<file path="src/rtl/pipe_stage_reg.sv">
// Pipeline stage register: 1-cycle latency with hold on stall and squash-to-NOP on flush.
// Backpressure: in_ready = !stall; a flush seen while stalled is deferred until the stall drops.
module pipe_stage_reg #(
    parameter int                 WIDTH     = 64,
    parameter logic [WIDTH-1:0]   NOP_VALUE = '0,
    parameter int                 CNT_W     = 16
) (
    input  logic             clk,
    input  logic             reset,
    input  logic             in_valid,
    input  logic [WIDTH-1:0] in_data,
    input  logic             stall,
    input  logic             flush,
    output logic             in_ready,
    output logic             out_valid,
    output logic [WIDTH-1:0] out_data,
    output logic             flush_pending,
    output logic [CNT_W-1:0] stall_cnt,
    output logic [CNT_W-1:0] flush_cnt
);

    typedef enum logic {RUN, PEND} state_t;

    state_t state;
    state_t state_nxt;
    logic   load_data;
    logic   load_nop;

    assign in_ready      = !stall;
    assign flush_pending = (state == PEND);

    always_comb begin
        state_nxt = state;
        load_data = 1'b0;
        load_nop  = 1'b0;
        unique case (state)
            RUN: begin
                if (stall) begin
                    if (flush) state_nxt = PEND;
                end else if (flush) begin
                    load_nop = 1'b1;
                end else begin
                    load_data = 1'b1;
                end
            end
            PEND: begin
                // Deferred and coincident flush collapse into a single NOP load.
                if (!stall) begin
                    load_nop  = 1'b1;
                    state_nxt = RUN;
                end
            end
            default: state_nxt = RUN;
        endcase
    end

    always_ff @(posedge clk or posedge reset) begin
        if (reset) begin
            state     <= RUN;
            out_valid <= 1'b0;
            out_data  <= NOP_VALUE;
        end else begin
            state <= state_nxt;
            if (load_nop) begin
                out_valid <= 1'b0;
                out_data  <= NOP_VALUE;
            end else if (load_data) begin
                out_valid <= in_valid;
                out_data  <= in_data;
            end
        end
    end

    always_ff @(posedge clk or posedge reset) begin
        if (reset) begin
            stall_cnt <= '0;
            flush_cnt <= '0;
        end else begin
            if (stall && (stall_cnt != {CNT_W{1'b1}}))
                stall_cnt <= stall_cnt + CNT_W'(1);
            if (load_nop && (flush_cnt != {CNT_W{1'b1}}))
                flush_cnt <= flush_cnt + CNT_W'(1);
        end
    end

endmodule

</file>
<file path="config.mk">
export PLATFORM = sky130hd
export DESIGN_NAME = pipe_stage_reg
export DESIGN_NICKNAME = d
export VERILOG_FILES = /design/src/rtl/pipe_stage_reg.sv
export SDC_FILE = /design/constraint.sdc
export NUM_CORES = 1
export LEC_CHECK = 0
export BUFFER_PORTS_ARGS = -buffer_cell sky130_fd_sc_hd__buf_2
export CAP_MARGIN = 20
export CORE_MARGIN = 2
export CORE_UTILIZATION = 32
export CTS_BUF_LIST = sky130_fd_sc_hd__clkbuf_2 sky130_fd_sc_hd__clkbuf_4 sky130_fd_sc_hd__clkbuf_8
export DETAILED_ROUTE_END_ITERATION = 16
export PLACE_DENSITY_LB_ADDON = 0.25
export SLEW_MARGIN = 30
export SYNTH_ARGS = -nofsm -noshare
export SYNTH_HDL_FRONTEND = slang
export SYNTH_SLANG_ARGS = --single-unit
</file>
<file path="constraint.sdc">
create_clock -name clk -period 2.8 [get_ports clk]
set_clock_uncertainty 0.2 [all_clocks]
set_input_delay 0.28 -clock clk [delete_from_list [all_inputs] [get_ports clk]]
set_output_delay 0.28 -clock clk [all_outputs]
set_load 0.02 [all_outputs]
</file>
Yosys cells after proc, flatten, opt, wreduce, memory -nomap -nowiden --
Cells that the tools add are included.
Word-level totals: register bits 98, output and inout port bits 99, bits of input ports 69, logic and storage cells 28
Operators by class: eq/ne operators 2, bitwise gates (word level) 1, reduce and logical (&&, ||, !) cells 4, mux-type cells 14, add/sub/neg operators 2
Operator list (number):
- $mux 64 | 2
- $add 16x1->16 const B | 2
- $ne 16x16->1 const B | 2
- $mux 1 | 10
- $pmux 1 s2 | 2
- $logic_and 1x1->1 | 2
- $reduce_bool 2->1 | 1
- $logic_not 1->1 | 1
- $not 1->1 | 1

Logic depth before layout (Yosys ltp) --
Gate-level depths: netlist of the first run.
depth after elaboration 5, mapped depth 5, gate-level depth less buffers 5

Worst setup path before layout of the first run --
Ideal clock, no wire load.
path type reg-to-reg, start reg stall_cnt[0], end reg stall_cnt[1], data required time 2.475 ns, cell stages (with the launch flop) 6, slack 0.751 ns, clock period less this slack 2.049 ns, library setup time 0.125 ns, data arrival time 1.725 ns, buffers on the path 0, cells stage by stage dfrtp_1 -> ha_1 -> and3_1 -> nand3_2 -> o21ai_0 -> mux2_2
Between the ends: word-level cells in the longest chain between the ends 2, elaborated cells on any way between the ends 3, those cells by class add/sub (1); eq/ne (1); reduce/logical (1)
Ends and longest elaborated chain:
- start: declaration | line 18 | output logic [CNT_W-1:0] stall_cnt,
- start signal: assignment | line 80 | stall_cnt <= stall_cnt + CNT_W'(1);
- branches (longest 2 deep; another with $add 16x1->16)
Parallel ways; which one is timed is not known. A chain may end at the register's enable or synchronous reset.

Final worst setup path of the first run --
Ends and elaborated chain as after synthesis.

==> key figures, run 1 <==
GRT
  • M2 GR Usage: 27.1%
  • GRT Max-Usage Layer: met2
  • GR Util met1: 21.1%
  • Routing usage on met3: 3.53%
  • All-Layer GR Usage: 16.5%
  • First-pass GRT wire length: 17,100 um
  • Vias in the first global route: 3,493
  • Pin count of the biggest net entering global routing: 62
  • GRT overflow: 0
  • Initial antenna violation count: 0

Routing
  • DRT Pass-1 Iters: 6
  • Post-Route WL: 10,900 um
  • Avg Vias per Cell: 4.87
  • Antenna Nets Post-Route: 0
  • Routed via count: 3,345
  • Iter 0 DRT Violations: 194
  • WL per Instance: 15.9 um
  • DRC viols: 0

Timing
  • Fmax: 0.479 GHz
  • Final Hold Fails: 0
  • Unrepaired setup endpoints after global routing: false
  • Final setup viols: 0
  • Setup TNS: 0 ns
  • Min cycle time layout: 2.09 ns
  • Slew headroom: 48.4%
  • Worst slew pin tran: 0.773 ns
  • Final Max Tran Viols: 0
  • Final Cycle Share: 74.6%

Yosys
  • Most common cell in the synthesized netlist: dfrtp_1
  • Avg Inst Size Synth: 13.1 um^2
  • Commonest cells in the netlist: dfrtp_1 (98), a22o_1 (65), nand2_1 (11), xnor2_1 (11), xor2_1 (11)
  • Async S/R FF share, synth: 100%
  • Largest family of logic cells by synthesized area: compound AO/OA/AOI/OAI gates
  • Top post-synthesis cells by area: dfrtp_1 (62%), a22o_1 (14%), xnor2_1 (2.4%)
  • Post-Synth XOR/XNOR Area: 4.88%
  • Most area-hungry cell type in the Yosys netlist: dfrtp_1
  • Synth Warn #: 0
  • Post-Synthesis Cells: 301
  • Commonest register cell after synthesis: dfrtp_1
  • Seq cells post-synth: 98
  • Multiplexer share of the synthesized area: 1.71%
  • Adder-cell share of the synthesized area: 0.634%
  • Synth Area in Compound Gates: 17.8%
  • Cell variety after synth: 39
  • Synth top area share: 62.1%
  • Register area share after synthesis: 62.1%
  • Post-Synth Simple-Gate Area: 10.9%
  • Post-synth EDFFs: 0
  • Syn Std Cell Area: 3950 um^2
  • Syn nets: 372

Final layout
  • Fill cells: 1,071
  • N_diodes: 0
  • # nets final: 606
  • Share of layout cells above drive strength 1: 38.1%
  • Area Overhead vs Synth: 47.8%
  • Non-Filler Instances: 687

Place
  • Post-DP HPWL: 6870 um
  • Final GP Congestion: 0.739
  • Port bufs: 167
  • Placed cell count: 605

CTS
  • Clock Sinks: 98
  • CTS tree: built
  • Post-CTS setup buffer count: 0
  • Clock slew at reported path FFs: 0.09 ns
  • CTS Buf Count: 9
  • Clk_lat worst skew: 0.37 ns
  • Htree depth: 3
  • Clock Tree Buf Depth: 2
  • Root buf cell: clkbuf_8

Setup path
  • Critical Path Start Type: flip-flop
  • Critical path endpoint category: flip-flop
  • R2R Setup Slk: 0.71 ns
  • R2r startpoint: stall_cnt[0]
  • RR Endpoint: stall_cnt[1]
  • Worst Setup SP: stall_cnt[0]
  • Critical Path AT: 2.14 ns
  • CP required: 2.86 ns
  • Setup Crit Path Kind: reg2reg
  • Crit path max fanout: 10
  • Worst r2r path cells: 5

Floorplan
  • Die area: 13,200 um^2
  • Cell row count: 40
  • Core area: 12,000 um^2
  • Top Ports: 168
  • Die height: 115 um
  • Horiz. Die Dim: 115 um
  • Initial cell density of the core: 32.9%

Power and ir drop
  • P_sw: 0.00121 W
  • Combinational group share of total power: 24.1%
  • LEAKAGE: 3.03 nW
  • Power Internal: 0.00244 W
  • Clock power share: 26.9%
  • Flop pwr share: 49.0%
  • Sw frac: 33.1%
  • Worst VDD drop: 0.320 mV
  • PD cells: 625 nW/um^2

Min path
  • Worst Hold Class: in2reg
  • Min-delay src: flush
  • Hold Crit Endpoint: flush_pending
  • Cells on Worst Hold Path: 3

Run status
  • Status: finished, final reports clean

Job
  • Max-cap viol count: 0
-- placed cells by master, fill, tap and decap left out, types with 6 or more instances in the layout --
| cell | synthesis | final |
|---|---|---|
| clkbuf_8 | 0 | 12 |
| dfrtp_1 | 98 | 98 |
| a22o_1 | 65 | 65 |
| nor3_1 | 7 | 6 |
| dlygate4sd3_1 | 0 | 66 |
| nand2_1 | 11 | 11 |
| nand3_1 | 8 | 8 |
| nor2_1 | 9 | 9 |
| buf_4 | 0 | 7 |
| o21ai_0 | 7 | 7 |
| xor2_1 | 11 | 11 |
| buf_2 | 3 | 167 |
| nand4_1 | 6 | 6 |
| xnor2_1 | 11 | 11 |
-- power by group through the flow --
stage          logic [W]  registers, W  clock network (W)
2_1_floorplan   0.000309       0.00198                  0
3_3_place_gp    0.000806       0.00180                  0
5_1_grt         0.000958       0.00182            0.00107
3_5_place_dp    0.000817       0.00181                  0
4_1_cts         0.000888       0.00179            0.00102
6_report        0.000879       0.00179           0.000980
-- worst max-delay path by stage --
stage                    endpoint  cells past startpoint
global placement    flush_cnt[14]                      5
finish               stall_cnt[1]                      5
global route         stall_cnt[1]                      5
CTS                 flush_cnt[14]                      5
floorplan            stall_cnt[1]                      5
detailed placement  flush_cnt[13]                      5
-- stage by stage --
step | total power (W) | hold WS, ns | util, % | worst slack, ns | area (um^2)
floorplan | 0.00228 | 0.208 | - | 0.751 | 3950
global placement | 0.00261 | 0.256 | 41.3 | 0.795 | 4960
detailed placement | 0.00263 | 0.267 | 41.3 | 0.746 | 4960
CTS | 0.00370 | 0.0388 | 48.6 | 0.703 | 5840
global route | 0.00385 | 0.0710 | 48.6 | 0.564 | 5840
finish | 0.00365 | 0.0617 | 48.6 | 0.712 | 5840
-- cell type report --
| cell class | instances | area (um^2) | share of cell area, % |
|---|---|---|---|
| clock buffers | 12 | 165 | 2.83 |
| clock inverters | 4 | 48.8 | 0.836 |
| inverters | 3 | 15.0 | 0.257 |
| multi-input cells | 183 | 1420 | 24.4 |
| flip-flops and latches | 98 | 2450 | 42.0 |
| well taps | 147 | 184 | 3.15 |
| repair buffers | 240 | 1550 | 26.5 |
-- registers in the layout, summed over array words and instances (netlist names) --
register	cells
out_data	64
flush_pending	1
flush_cnt	16
stall_cnt	16
out_valid	1
-- layer usage --
metal,routed length [um],up-vias
li1,-,1597
met1,4820,1627
met2,5340,105
met3,565,16
met4,200,0
met5,0,-
-- cells by family (layout without fill, tap and decap cells) --
logic type,after synthesis,in the layout
compound gates,84,84
flops,98,98
simple gates,69,69
fa+ha+maj,2,2
xor+xnor,22,22
mux,6,6
buf+inv,20,259
-- what timing repair did --
action	4_1_cts	5_1_grt
hold endpoints to repair	163	0
hold buffers	66	0
gates resized for setup	0	0
-- worst max-delay path: stages (launching register included) --
cell     delay, ns
dfrtp_1       0.43
ha_1          0.23
and3_1        0.20
nand3_2       0.18
o21ai_0       0.37
mux2_2        0.38
Power figures use the tool's default switching activity.
==> run 2: changes to the inputs <==
Settings changed: ABC_AREA set to 1.
Clock period 2.8 ns to 2.03 ns, I/O delays scaled along.
==> run 2 against run 1 <==
Compared with the run above:
- routed wire length rose by 24%
- critical path type is now in2reg
- critical endpoint is now out_data[41]
- largest power group unchanged
- register-to-register slack worse by 0.53 ns
- area after synthesis rose by 18%
- synthesized cell count increased by 90%
- hold slack improved by 0.023 ns
==> key figures, run 2 <==
Floorplan
  • Die height: 125 um
  • Horiz. Die Dim: 125 um
  • Top Ports: 168
  • Core area: 14,400 um^2
  • Die area: 15,500 um^2
  • Cell row count: 44
  • Initial cell density of the core: 32.4%

Yosys
  • Synth Warn #: 0
  • Most area-hungry cell type in the Yosys netlist: dfrtp_1
  • Top post-synthesis cells by area: dfrtp_1 (53%), nand2_1 (20%), nand3_1 (8.6%)
  • Commonest register cell after synthesis: dfrtp_1
  • Most common cell in the synthesized netlist: nand2_1
  • Avg Inst Size Synth: 8.13 um^2
  • Cell variety after synth: 27
  • Post-Synthesis Cells: 572
  • Commonest cells in the netlist: nand2_1 (244), dfrtp_1 (98), nand3_1 (80), nor2_1 (33), inv_1 (27)
  • Seq cells post-synth: 98
  • Syn Std Cell Area: 4650 um^2
  • Register area share after synthesis: 52.7%
  • Async S/R FF share, synth: 100%
  • Synth top area share: 52.7%
  • Post-synth EDFFs: 0
  • Syn nets: 643

CTS
  • CTS tree: built
  • Clock slew at reported path FFs: 0.10 ns
  • Clk_lat worst skew: 0.37 ns
  • Clock Tree Buf Depth: 2
  • Root buf cell: clkbuf_8
  • CTS Buf Count: 9
  • Htree depth: 3
  • Clock Sinks: 98

Setup path
  • Critical path endpoint category: flip-flop
  • Crit-path cells: dlygate4sd3_1 > buf_2 > inv_2 > buf_4 > nand3_1 > nand2_1
  • Crit path largest cell delay: 0.56 ns
  • RR Endpoint: flush_cnt[11]
  • Worst r2r path cells: 9
  • CP required: 2.15 ns
  • Critical Path Start Type: input port
  • Setup Crit Path Kind: in2reg
  • R2R Setup Slk: 0.18 ns
  • R2r startpoint: flush_cnt[1]
  • Slowest CP cell: buf_4
  • Crit path max fanout: 60
  • Critical Path AT: 2.00 ns

Timing
  • Final Cycle Share: 93.0%
  • Final Max Tran Viols: 0
  • Worst slew pin tran: 0.636 ns
  • Slew headroom: 57.6%
  • Final setup viols: 0
  • Min cycle time layout: 1.89 ns
  • Unrepaired setup endpoints after global routing: false
  • Fmax: 0.530 GHz
  • Final Hold Fails: 0
  • Hold slack: 0.0847 ns

GRT
  • First-pass GRT wire length: 22,600 um
  • Pin count of the biggest net entering global routing: 63
  • GRT overflow: 0
  • All-Layer GR Usage: 17.9%
  • Vias in the first global route: 4,499
  • Initial antenna violation count: 0

Routing
  • Iter 0 DRT Violations: 292
  • Routed via count: 4,585
  • Post-Route WL: 13,600 um
  • WL per Instance: 13.6 um
  • Avg Vias per Cell: 4.60
  • DRC viols: 0
  • Antenna Nets Post-Route: 0
  • DRT Pass-1 Iters: 4

Place
  • Dpl cell area: 5750 um^2
  • Placed cell count: 914
  • Post-DP HPWL: 9180 um
  • Final GP Congestion: 0.842
  • Port bufs: 167

Power and ir drop
  • LEAKAGE: 3.63 nW
  • Overall Power: 0.00480 W
  • Worst VDD drop: 0.356 mV
  • PD cells: 727 nW/um^2

Final layout
  • # nets final: 879
  • Non-Filler Instances: 997
  • Biggest regs: out_data (64), flush_cnt (16), stall_cnt (16)
  • Most flop-heavy register: out_data
  • Final Instance Area: 6600 um^2
  • Max FFs per register: 64
  • N_diodes: 0
  • Area Overhead vs Synth: 41.9%
  • Commonest non-fill, non-tap cell in the layout: nand2_1
  • Commonest non-fill, non-tap cells in the layout: nand2_1 (244), buf_2 (167), dfrtp_1 (98)
  • Share of layout cells above drive strength 1: 28.8%

Min path
  • Cells on Worst Hold Path: 4
  • Hold Crit Endpoint: flush_pending
  • Min-delay src: flush
  • Worst Hold Class: in2reg

Run status
  • Status: finished, final reports clean

Job
  • Max-cap viol count: 0
==> run 2: cell types whose count changed after synthesis, sizes merged, moves of 10 or more <==
cell / change
a22o: -65
inv: +25
buf: +10
nor2: +33
nand2: +245
nand3: +71
o21ai: +11
==> run 2: worst max-delay path, delay by kind of cell <==
kind	cells	cell delay (ns)
and+or+nand+nor	2	0.32
buffers and inverters	4	1.43
==> run 2: how the worst max path moves through the flow <==
stage	end	cells past startpoint	slack [ns]	startpoint
finish	out_data[41]	6	0.14	stall
detailed placement	stall_cnt[11]	8	-0.03	stall_cnt[0]
CTS	flush_cnt[11]	9	0.19	flush_cnt[1]
floorplan	flush_cnt[14]	9	0.21	flush_cnt[0]
global route	flush_cnt[11]	9	0.06	flush_cnt[1]
global placement	stall_cnt[11]	8	0.006	stall_cnt[0]
==> run 2: layout make-up <==
class,count,area (um^2)
tap,184,230
multi-input combinational,421,1970
fill,1411,7770
inverter,28,109
clock inverter,7,51.3
clock buffer,9,124
timing repair buffer,250,1660
sequential,98,2450
==> run 2: cell families after synthesis <==
| logic type | share of synthesized area (%) |
|---|---|
| adder cells (fa/ha/maj) | 0.538 |
| flip-flops | 52.7 |
| XOR/XNOR | 2.07 |
| AND/OR/NAND/NOR | 37.0 |
| AO/OA/AOI/OAI | 2.50 |
| buffers and inverters | 5.14 |
==> run 2: through the flow <==
| step | setup slack, ns | setup TNS [ns] | utilization, % |
|---|---|---|---|
| after floorplan | 0.213 | 0 | - |
| after global placement | 0.00614 | 0 | 40.0 |
| after detailed placement | -0.0265 | -0.0276 | 40.0 |
| after CTS | 0.193 | 0 | 45.9 |
| after global routing | 0.0584 | 0 | 45.9 |
| final | 0.142 | 0 | 45.9 |
==> run 2: repair_timing <==
item / CTS / global route
hold buffers: 67 / 0
endpoints found under the hold margin: 164 / 0
gates resized for setup: 1 / 0
buffers inserted: 0 / 0
endpoints found under the setup margin: 6 / 0
==> run 2: layer usage <==
| metal | vias up | global-route usage (%) | part of all wire [%] |
|---|---|---|---|
| met5 | - | 0 | 0 |
| met4 | 0 | 8.53 | 2.8 |
| met3 | 25 | 3.01 | 4.5 |
| met2 | 134 | 30.1 | 50 |
| met1 | 2154 | 22.3 | 43 |
| li1 | 2272 | - | - |
==> run 2: where the power goes <==
| part | internal [W] | total (W) | switching [W] |
|---|---|---|---|
| logic | 0.000503 | 0.00128 | 0.000774 |
| registers | 0.00214 | 0.00234 | 0.000192 |
| clock network | 0.000452 | 0.00118 | 0.000731 |
